--- config.mk ---
export PLATFORM = sky130hd
export DESIGN_NAME = ttd_seq
export DESIGN_NICKNAME = d
export VERILOG_FILES = /design/src/rtl/ttd_pkg.sv /design/src/rtl/ttd_cmp_sync.sv /design/src/rtl/ttd_seq.sv
export SDC_FILE = /design/constraint.sdc
export NUM_CORES = 1
export LEC_CHECK = 0
export ABC_AREA = 0
export ABC_CLOCK_PERIOD_IN_PS = 2100
export CORE_MARGIN = 2
export CORE_UTILIZATION = 31
export DETAILED_ROUTE_END_ITERATION = 6
export GPL_ROUTABILITY_DRIVEN = 0
export SYNTH_ARGS = -nofsm -noshare
export SYNTH_HDL_FRONTEND = slang
export SYNTH_SLANG_ARGS = --single-unit
export TNS_END_PERCENT = 50
--- constraint.sdc ---
create_clock -name clk -period 2.1 [get_ports clk]
set_input_delay 0.21 -clock clk [delete_from_list [all_inputs] [get_ports clk]]
set_output_delay 0.21 -clock clk [all_outputs]
set_load 0.005 [all_outputs]
--- src/rtl/ttd_pkg.sv ---
// Shared types and default parameters for the time-to-digital conversion sequencer.
// Pure declarations; no latency or flow control of its own.
package ttd_pkg;

    typedef enum logic [2:0] {
        IDLE,
        DISCHARGE,
        RAMP,
        ACCUM,
        OUT
    } ttd_state_e;

    localparam int TTD_WIDTH      = 11;
    localparam int TTD_RST_CYCLES = 16;
    localparam int TTD_AVG_LOG2   = 2;

endpackage

--- src/rtl/ttd_cmp_sync.sv ---
// Comparator synchronizer: two flops then a rising-edge detect, rise is a one-cycle pulse.
// Latency two clk edges from a stable async_in rise to rise; no backpressure.
module ttd_cmp_sync (
    input  logic clk,
    input  logic rst,
    input  logic async_in,
    output logic rise
);

    logic sync1_q, sync1_d;
    logic sync2_q, sync2_d;
    logic prev_q, prev_d;

    always_comb begin
        sync1_d = async_in;
        sync2_d = sync1_q;
        prev_d  = sync2_q;
    end

    always_ff @(posedge clk or posedge rst) begin
        if (rst) begin
            sync1_q <= 1'b0;
            sync2_q <= 1'b0;
            prev_q  <= 1'b0;
        end else begin
            sync1_q <= sync1_d;
            sync2_q <= sync2_d;
            prev_q  <= prev_d;
        end
    end

    assign rise = sync2_q & ~prev_q;

endmodule

--- src/rtl/ttd_seq.sv ---
// TDC conversion sequencer: discharge/ramp cycles timed against the comparator, averaged result.
// Result registered one cycle after the last ACCUM; held in OUT until data_ready.
module ttd_seq
    import ttd_pkg::*;
#(
    parameter int WIDTH      = TTD_WIDTH,
    parameter int RST_CYCLES = TTD_RST_CYCLES,
    parameter int AVG_LOG2   = TTD_AVG_LOG2
) (
    input  logic             clk,
    input  logic             rst,
    input  logic             start,
    input  logic             continuous,
    input  logic             cmp_in,
    output logic             rst_cap,
    output logic             busy,
    output logic [WIDTH-1:0] data_out,
    output logic             err,
    output logic             data_valid,
    input  logic             data_ready
);

    localparam int ACC_W = WIDTH + AVG_LOG2;
    localparam int IDX_W = (AVG_LOG2 > 0) ? AVG_LOG2 : 1;
    localparam int DC_W  = (RST_CYCLES > 1) ? $clog2(RST_CYCLES) : 1;

    localparam logic [WIDTH-1:0] CNT_MAX  = '1;
    localparam logic [IDX_W-1:0] IDX_LAST = IDX_W'((1 << AVG_LOG2) - 1);
    localparam logic [DC_W-1:0]  DC_LAST  = DC_W'(RST_CYCLES - 1);

    ttd_state_e       state_q, state_d;
    logic [DC_W-1:0]  dcnt_q, dcnt_d;
    logic [WIDTH-1:0] cnt_q, cnt_d;
    logic [IDX_W-1:0] idx_q, idx_d;
    logic [WIDTH-1:0] sample_q, sample_d;
    logic             eflag_q, eflag_d;
    logic [ACC_W-1:0] acc_q, acc_d;
    logic [WIDTH-1:0] dout_q, dout_d;
    logic             derr_q, derr_d;
    logic             dvld_q, dvld_d;
    logic [ACC_W-1:0] acc_new;
    logic             cmp_rise;

    ttd_cmp_sync u_cmp_sync (
        .clk      (clk),
        .rst      (rst),
        .async_in (cmp_in),
        .rise     (cmp_rise)
    );

    always_comb begin
        state_d  = state_q;
        dcnt_d   = dcnt_q;
        cnt_d    = cnt_q;
        idx_d    = idx_q;
        sample_d = sample_q;
        eflag_d  = eflag_q;
        acc_d    = acc_q;
        dout_d   = dout_q;
        derr_d   = derr_q;
        dvld_d   = dvld_q;
        acc_new  = acc_q + ACC_W'(sample_q);

        case (state_q)
            IDLE: begin
                if (start) begin
                    state_d = DISCHARGE;
                    dcnt_d  = '0;
                    acc_d   = '0;
                    idx_d   = '0;
                    eflag_d = 1'b0;
                end
            end
            DISCHARGE: begin
                if (dcnt_q == DC_LAST) begin
                    state_d = RAMP;
                    cnt_d   = '0;
                end else begin
                    dcnt_d = dcnt_q + 1'b1;
                end
            end
            RAMP: begin
                // An edge landing on the all-ones count still counts as a real sample.
                if (cmp_rise) begin
                    sample_d = cnt_q;
                    state_d  = ACCUM;
                end else if (cnt_q == CNT_MAX) begin
                    sample_d = CNT_MAX;
                    eflag_d  = 1'b1;
                    state_d  = ACCUM;
                end else begin
                    cnt_d = cnt_q + 1'b1;
                end
            end
            ACCUM: begin
                acc_d = acc_new;
                if (idx_q == IDX_LAST) begin
                    dout_d  = acc_new[ACC_W-1:AVG_LOG2];
                    derr_d  = eflag_q;
                    dvld_d  = 1'b1;
                    state_d = OUT;
                end else begin
                    idx_d   = idx_q + 1'b1;
                    dcnt_d  = '0;
                    state_d = DISCHARGE;
                end
            end
            OUT: begin
                if (data_ready) begin
                    dvld_d = 1'b0;
                    if (continuous) begin
                        state_d = DISCHARGE;
                        dcnt_d  = '0;
                        acc_d   = '0;
                        idx_d   = '0;
                        eflag_d = 1'b0;
                    end else begin
                        state_d = IDLE;
                    end
                end
            end
            default: state_d = IDLE;
        endcase
    end

    always_ff @(posedge clk or posedge rst) begin
        if (rst) begin
            state_q  <= IDLE;
            dcnt_q   <= '0;
            cnt_q    <= '0;
            idx_q    <= '0;
            sample_q <= '0;
            eflag_q  <= 1'b0;
            acc_q    <= '0;
            dout_q   <= '0;
            derr_q   <= 1'b0;
            dvld_q   <= 1'b0;
        end else begin
            state_q  <= state_d;
            dcnt_q   <= dcnt_d;
            cnt_q    <= cnt_d;
            idx_q    <= idx_d;
            sample_q <= sample_d;
            eflag_q  <= eflag_d;
            acc_q    <= acc_d;
            dout_q   <= dout_d;
            derr_q   <= derr_d;
            dvld_q   <= dvld_d;
        end
    end

    assign rst_cap    = (state_q != RAMP);
    assign busy       = (state_q != IDLE);
    assign data_out   = dout_q;
    assign err        = derr_q;
    assign data_valid = dvld_q;

endmodule

==> results of run 1 <==
[cells in the final DEF, fill, tap and decap left out, drive strengths merged, types with 2 or more instances in the layout]
cell type / count
dfrtp: 61
nand2: 47
o21ai: 46
nor2: 21
clkdlybuf4s50: 20
buf: 20
a21oi: 18
ha: 14
o22a: 11
clkbuf: 11
inv: 11
xnor2: 9
xor2: 7
nand2b: 6
nand3: 5
and2: 5
a31oi: 4
nor2b: 4
nor3: 4
and3: 3
nand4: 3
a21o: 3
nor3b: 3
o2111ai: 3
o31ai: 3
o21bai: 2
a41oi: 2
a221oi: 2
or3: 2
clkinv: 2
or2: 2
[final cells by class]
cell class / count / area, um2 / share of cell area [%]
multi-input combinational: 238 / 1560 / 40.5
sequential: 61 / 1530 / 39.6
timing repair buffer: 40 / 363 / 9.40
tap: 133 / 166 / 4.31
clock buffer: 11 / 151 / 3.92
clock inverter: 4 / 47.5 / 1.23
inverter: 11 / 41.3 / 1.07
[worst min path at each step]
stage,slack [ns],endpoint,depth (start not counted)
after floorplan,0.24,u_cmp_sync.sync1_q,0
after global placement,0.34,u_cmp_sync.prev_d,0
after detailed placement,0.34,u_cmp_sync.prev_d,0
after CTS,0.27,data_out[9],3
after global routing,0.30,dcnt_q[3],3
final,0.24,dcnt_q[3],3
[flip-flops by register name (all words and copies together) (netlist names)]
| register | flops |
|---|---|
| sample_q | 11 |
| eflag_q | 1 |
| acc_q | 13 |
| cnt_q | 11 |
| state_q | 3 |
| idx_q | 2 |
| dcnt_q | 4 |
| data_out | 11 |
| u_cmp_sync.prev_q | 1 |
| u_cmp_sync.sync1_q | 1 |
| err | 1 |
| u_cmp_sync.prev_d | 1 |
| data_valid | 1 |
[cell usage after synthesis, types with 2 or more instances]
library cell | count | area share (%)
xnor2_1 | 9 | 2.5
nand2b_1 | 6 | 1.2
nor2_1 | 21 | 2.5
and2_1 | 5 | 1.0
dfrtp_1 | 61 | 49
buf_6 | 2 | 0.72
nor2b_1 | 4 | 0.80
or3_1 | 2 | 0.40
nor3_1 | 2 | 0.32
nand2_1 | 46 | 5.5
clkbuf_1 | 6 | 0.72
and3_1 | 3 | 0.60
a41oi_1 | 2 | 0.56
nand4_1 | 3 | 0.60
a21o_1 | 3 | 0.72
o21ai_0 | 41 | 6.6
o2111ai_1 | 3 | 0.84
o21bai_1 | 2 | 0.48
o22a_1 | 11 | 3.1
buf_2 | 4 | 0.64
inv_1 | 10 | 1.2
o31ai_1 | 3 | 0.72
xor2_1 | 7 | 2.0
nor3_2 | 2 | 0.64
ha_1 | 14 | 5.6
nand3_1 | 5 | 0.80
a31oi_1 | 4 | 0.80
a221oi_1 | 2 | 0.56
o21ai_1 | 5 | 0.80
a21oi_1 | 18 | 2.9
[kinds of logic after synthesis]
kind of cell | count (synthesis) | synth area share [%]
DFF | 61 | 49.0
adders and majority gates | 15 | 6.27
AOI/OAI and AO/OA | 97 | 18.9
and+or+nand+nor | 108 | 17.2
muxes | 2 | 0.683
buffers and inverters | 23 | 3.42
xor gates and xnor gates | 16 | 4.50
[power by group]
part | leakage [nW] | switching [W] | total, W | internal [W]
Sequential | 0.792 | 0.000269 | 0.00181 | 0.00155
Combinational | 0.766 | 0.00136 | 0.00252 | 0.00116
Clock | 0.101 | 0.000433 | 0.00103 | 0.000602
[layer usage]
| layer | vias to the layer above | wire, um | track usage [%] | share of wire, % |
|---|---|---|---|---|
| met5 | - | 0 | 0 | 0 |
| met4 | 0 | 103 | 5.02 | 1.6 |
| met3 | 10 | 188 | 2.69 | 2.9 |
| met2 | 26 | 3090 | 20.0 | 47 |
| met1 | 1203 | 3170 | 16.5 | 48 |
| li1 | 1221 | - | - | - |
[worst register-to-register path, stage by stage, from the launching register on]
cell and delay (ns):
dfrtp_1 0.37, ha_2 0.21, inv_2 0.05, fa_2 0.42, nor2b_4 0.16, o2111ai_4 0.17, a21oi_4 0.23, nor2_2 0.07
xnor2_1 0.22, o21ai_1 0.08
[repair_timing]
item,4_1_cts,5_1_grt
pin swaps,0,9
setup buffers,0,4
hold endpoints to repair,0,0
endpoints found under the setup margin,3,12
resized for setup,3,21
[per-stage QoR]
step	instance area, um2	cells	setup slack, ns	util (%)
finish	3860	498	0.0213	39.5
detailed placement	3550	479	-0.0181	36.3
global placement	3550	479	0.0777	36.3
CTS	3760	494	0.0232	38.5
global route	3860	498	-0.0818	39.5
floorplan	3110	322	0.237	-
==> out/metrics.csv, run 1 <==
metric,value,unit
fp.dieH,104,um
die_x,104,um
dominantRegCellSynth,dfrtp_1,
cp.arrival,2.30,ns
vias_per_cell,4.94,
worst_pin_slew,0.383,ns
cts_buffers,9,
synth_cell_types,46,
crit_path_start,sample_q[0],
yosysWarningCount,0,
synth_edf_count,0,
power_density,1390,nW/um2
syn_area,3110,um2
p_leak,1.66,nW
cp_top_family,adder cells,
overflow,0,
crit_slowest_cell,fa_2,
cts_htree_levels,3,
rows,36,
drtIter0Drc,129,
fin_tns_setup,0,ns
fin_crit_sh,99.0,%
drc,0,
rsz0062_at_grt,true,
outcome,finished clean,
seq_area_frac_synth,49.0,%
antenna_found_initial,0,
dieArea,10900,um2
hold_class,in -> async,
cts-root-buf,clkbuf_8,
start_kind,flip-flop,
post_drt_wl_per_cell,13.2,um
timing_hold_violations_final,0,
r2r_end,data_out[8],
drv_slew,0,
drive_gt1_share,16.2,%
syn-num-nets,343,
cp_max_fo,2,
grt_usage,12.5,%
syn2layout_area_growth,24.0,%
wirelength,6550,um
cp_cell_sequence,ha_2 -> inv_2 -> fa_2 -> nor2b_4 -> o2111ai_4 -> a21oi_4 -> nor2_2 -> xnor2_1 -> o21ai_1,
clk_pin_slew,0.07,ns
cts_tree,built,
holdWs,0.237,ns
ff2ff_path_depth,9,
slew_headroom,74.4,%
skew,0.00909,ns
hold_buffers,0,
critPathCapture,data_out[8],
dpl.hpwl,4490,um
synth-seq-cells,61,
cts_buffer_depth,2,
path_buf_inv,1,
r2r_slack,0.02,ns
start_util,31.8,%
final.min_clock_period,2.08,ns
coreArea,9770,um2
maxCapViolCount,0,
total_power,0.00537,W
ys_async_sr_fraction,100,%
cpPeakStageDelay,0.42,ns
drt.antenna.violating_nets,0,
fillers,965,
r2r-start,sample_q[0],
pin_count,21,
grt_pass1_vias,2378,
syn_area_per_cell,9.67,um2
fmax,481,MHz
ir_drop,0.459,mV
worst-endpoint-required,2.32,ns
drtPass1Iterations,4,
setup_viol,0,
grt_max_degree,62,
postSynthCellCount,322,
diodes,0,
worstSkewPairLatency,0.33,ns
grt_pass1_wl,11100,um
io_buffers,20,
end_kind,flip-flop,
final_nets,382,
clock_sinks,61,
via_count,2460,
path_class,reg -> reg,
crit_cells,9,
No activity file was read; power rests on OpenSTA's default activity.
==> inputs of run 2 (changes only) <==
Settings changed: ABC_CLOCK_PERIOD_IN_PS 2100 to 2350.
Clock period 2.1 ns to 2.35 ns, I/O delays scaled along.
==> run 2 against run 1 <==
Final cell count down 1.6%. Sequential power down 10%. Routed wire length down 3.8%. Core utilization down 1.7 points. Global-route usage up 0.29 points. Clock power down 18%. Critical endpoint is now data_out[10]. Clock skew about the same. Highest routed layer unchanged. Hold slack better by 0.034 ns. Die area unchanged.
==> out/metrics.csv, run 2 (synthesis results as in run 1) <==
metric,value,unit,change
r2r-start,acc_q[0],,
crit_path_start,acc_q[0],,
start_kind,flip-flop,,
fin_tns_setup,0,ns,unchanged
grt_max_degree,62,,unchanged
clkPwrFrac,18.9,%,-0.4 points
antenna_found_initial,0,,unchanged
mostFrequentLayoutCell,dfrtp_1,,
rsz0062_at_grt,false,,
p_sw,0.00174,W,-15%
worstSkewPairLatency,0.34,ns,about the same
die_x,104,um,unchanged
maxCapViolCount,0,,unchanged
holdWs,0.272,ns,+0.0344 ns
worst_pin_slew,0.528,ns,+0.145 ns
worst-endpoint-required,2.61,ns,+0.29 ns
pin_count,21,,unchanged
ir_drop,0.312,mV,-32%
combPwrFrac,45.0,%,-2.0 points
total_power,0.00447,W,-17%
drive_gt1_share,9.80,%,-6.4 points
clk_pin_slew,0.07,ns,about the same
grt_pass1_vias,2348,,-1.3%
rows,36,,unchanged
dpl.hpwl,4420,um,-1.7%
timing_hold_violations_final,0,,unchanged
final_cells,490,,-1.6%
diodes,0,,unchanged
coreArea,9770,um2,unchanged
grt_pass1_wl,11300,um,+1.9%
slew_headroom,64.7,%,-9.7 points
io_buffers,20,,unchanged
drt.antenna.violating_nets,0,,unchanged
pwr-share-seq,36.1,%,+2.3 points
critPathCapture,data_out[10],,
drtPass1Iterations,4,,unchanged
fp.dieH,104,um,unchanged
end_kind,flip-flop,,
hold_buffers,0,,unchanged
setup_viol,0,,unchanged
drtIter0Drc,79,,-39%
overflow,0,,unchanged
cp_max_fo,2,,unchanged
p_int,0.00273,W,-18%
largest_reg_flops,13,,unchanged
post_drt_wl_per_cell,12.9,um,-2.2%
via_count,2372,,-3.6%
start_util,31.8,%,unchanged
vias_per_cell,4.84,,-2.0%
hold_class,in -> async,,
final.min_clock_period,2.15,ns,+0.0716 ns
post_cts_buffers,0,,unchanged
cts_htree_levels,3,,unchanged
sw_frac_of_total,39.0,%,+0.59 points
fin_crit_sh,91.5,%,-7.5 points
cts-root-buf,clkbuf_8,,
wirelength,6300,um,-3.8%
r2r_slack,0.20,ns,+0.18 ns
cts_tree,built,,
r2r_end,data_out[10],,
dpl.cell_count,474,,-1.0%
path_class,reg -> reg,,
fillers,976,,+1.1%
outcome,finished clean,,
dieArea,10900,um2,unchanged
cts_buffers,9,,unchanged
final_nets,373,,-2.4%
worst_slack,0.200,ns,+0.178 ns
drv_slew,0,,unchanged
pre_cts_slack,0.257,ns,+0.276 ns
power_density,1210,nW/um2,-13%
p_leak,1.61,nW,-2.7%
skew,0.00917,ns,+0.0000771 ns
drc,0,,unchanged
syn2layout_area_growth,18.6,%,
cts_buffer_depth,2,,unchanged
grt_usage,12.8,%,+0.29 points
fmax,465,MHz,-3.3%
ff2ff_path_depth,9,,unchanged
layout_common_cells,"dfrtp_1 (61), nand2_1 (46), o21ai_0 (41)",,
cp.arrival,2.41,ns,+0.11 ns
clock_sinks,61,,unchanged
regMostFlops,acc_q,,
[run 2: cell type report]
type | count | area [um2] | share of cell area [%]
flip-flops and latches | 61 | 1530 | 41.3
multi-input cells | 238 | 1490 | 40.2
repair buffers | 31 | 295 | 7.99
well taps | 133 | 166 | 4.51
clock buffers | 12 | 155 | 4.20
inverters | 11 | 41.3 | 1.12
clock inverters | 4 | 22.5 | 0.610
[run 2: how the worst min path moves through the flow]
| stage | startpoint | end |
|---|---|---|
| floorplan | cmp_in | u_cmp_sync.sync1_q |
| global placement | u_cmp_sync.sync1_q | u_cmp_sync.prev_d |
| detailed placement | u_cmp_sync.sync1_q | u_cmp_sync.prev_d |
| CTS | rst | dcnt_q[2] |
| global route | rst | dcnt_q[2] |
| finish | rst | dcnt_q[2] |
[run 2: critical path, stage by stage (launching register included)]
cell and delay [ns]:
dfrtp_1 0.35, ha_1 0.16, inv_1 0.05, fa_1 0.39
nor2b_1 0.19, o2111ai_1 0.17, a21oi_1 0.29, o31ai_1 0.15
xor2_1 0.16, o21ai_0 0.16
[run 2: layer usage]
| layer | GRT usage (%) | wire length (um) | vias to the layer above |
|---|---|---|---|
| li1 | - | - | 1199 |
| met1 | 17.0 | 3170 | 1138 |
| met2 | 20.0 | 2860 | 28 |
| met3 | 3.07 | 186 | 7 |
| met4 | 5.31 | 88 | 0 |
| met5 | 0 | 0 | - |
[run 2: power groups by stage]
| stage | Clock, W | Combinational, W | Sequential, W |
|---|---|---|---|
| finish | 0.000843 | 0.00201 | 0.00162 |
| global route | 0.000919 | 0.00230 | 0.00166 |
| CTS | 0.000869 | 0.00203 | 0.00162 |
| detailed placement | 0 | 0.00201 | 0.00164 |
| global placement | 0 | 0.00198 | 0.00163 |
| floorplan | 0 | 0.00147 | 0.00157 |
[run 2: metrics by stage]
step                utilization, %  instance area [um2]
CTS                           37.7                 3690
detailed placement            35.9                 3510
finish                        37.8                 3690
global route                  37.8                 3690
global placement              35.9                 3510
floorplan                        -                 3110
[run 2: what timing repair did]
action                                  4_1_cts  5_1_grt
gates resized for setup                       0        1
hold endpoints to repair                      0        0
endpoints found under the setup margin        0        1
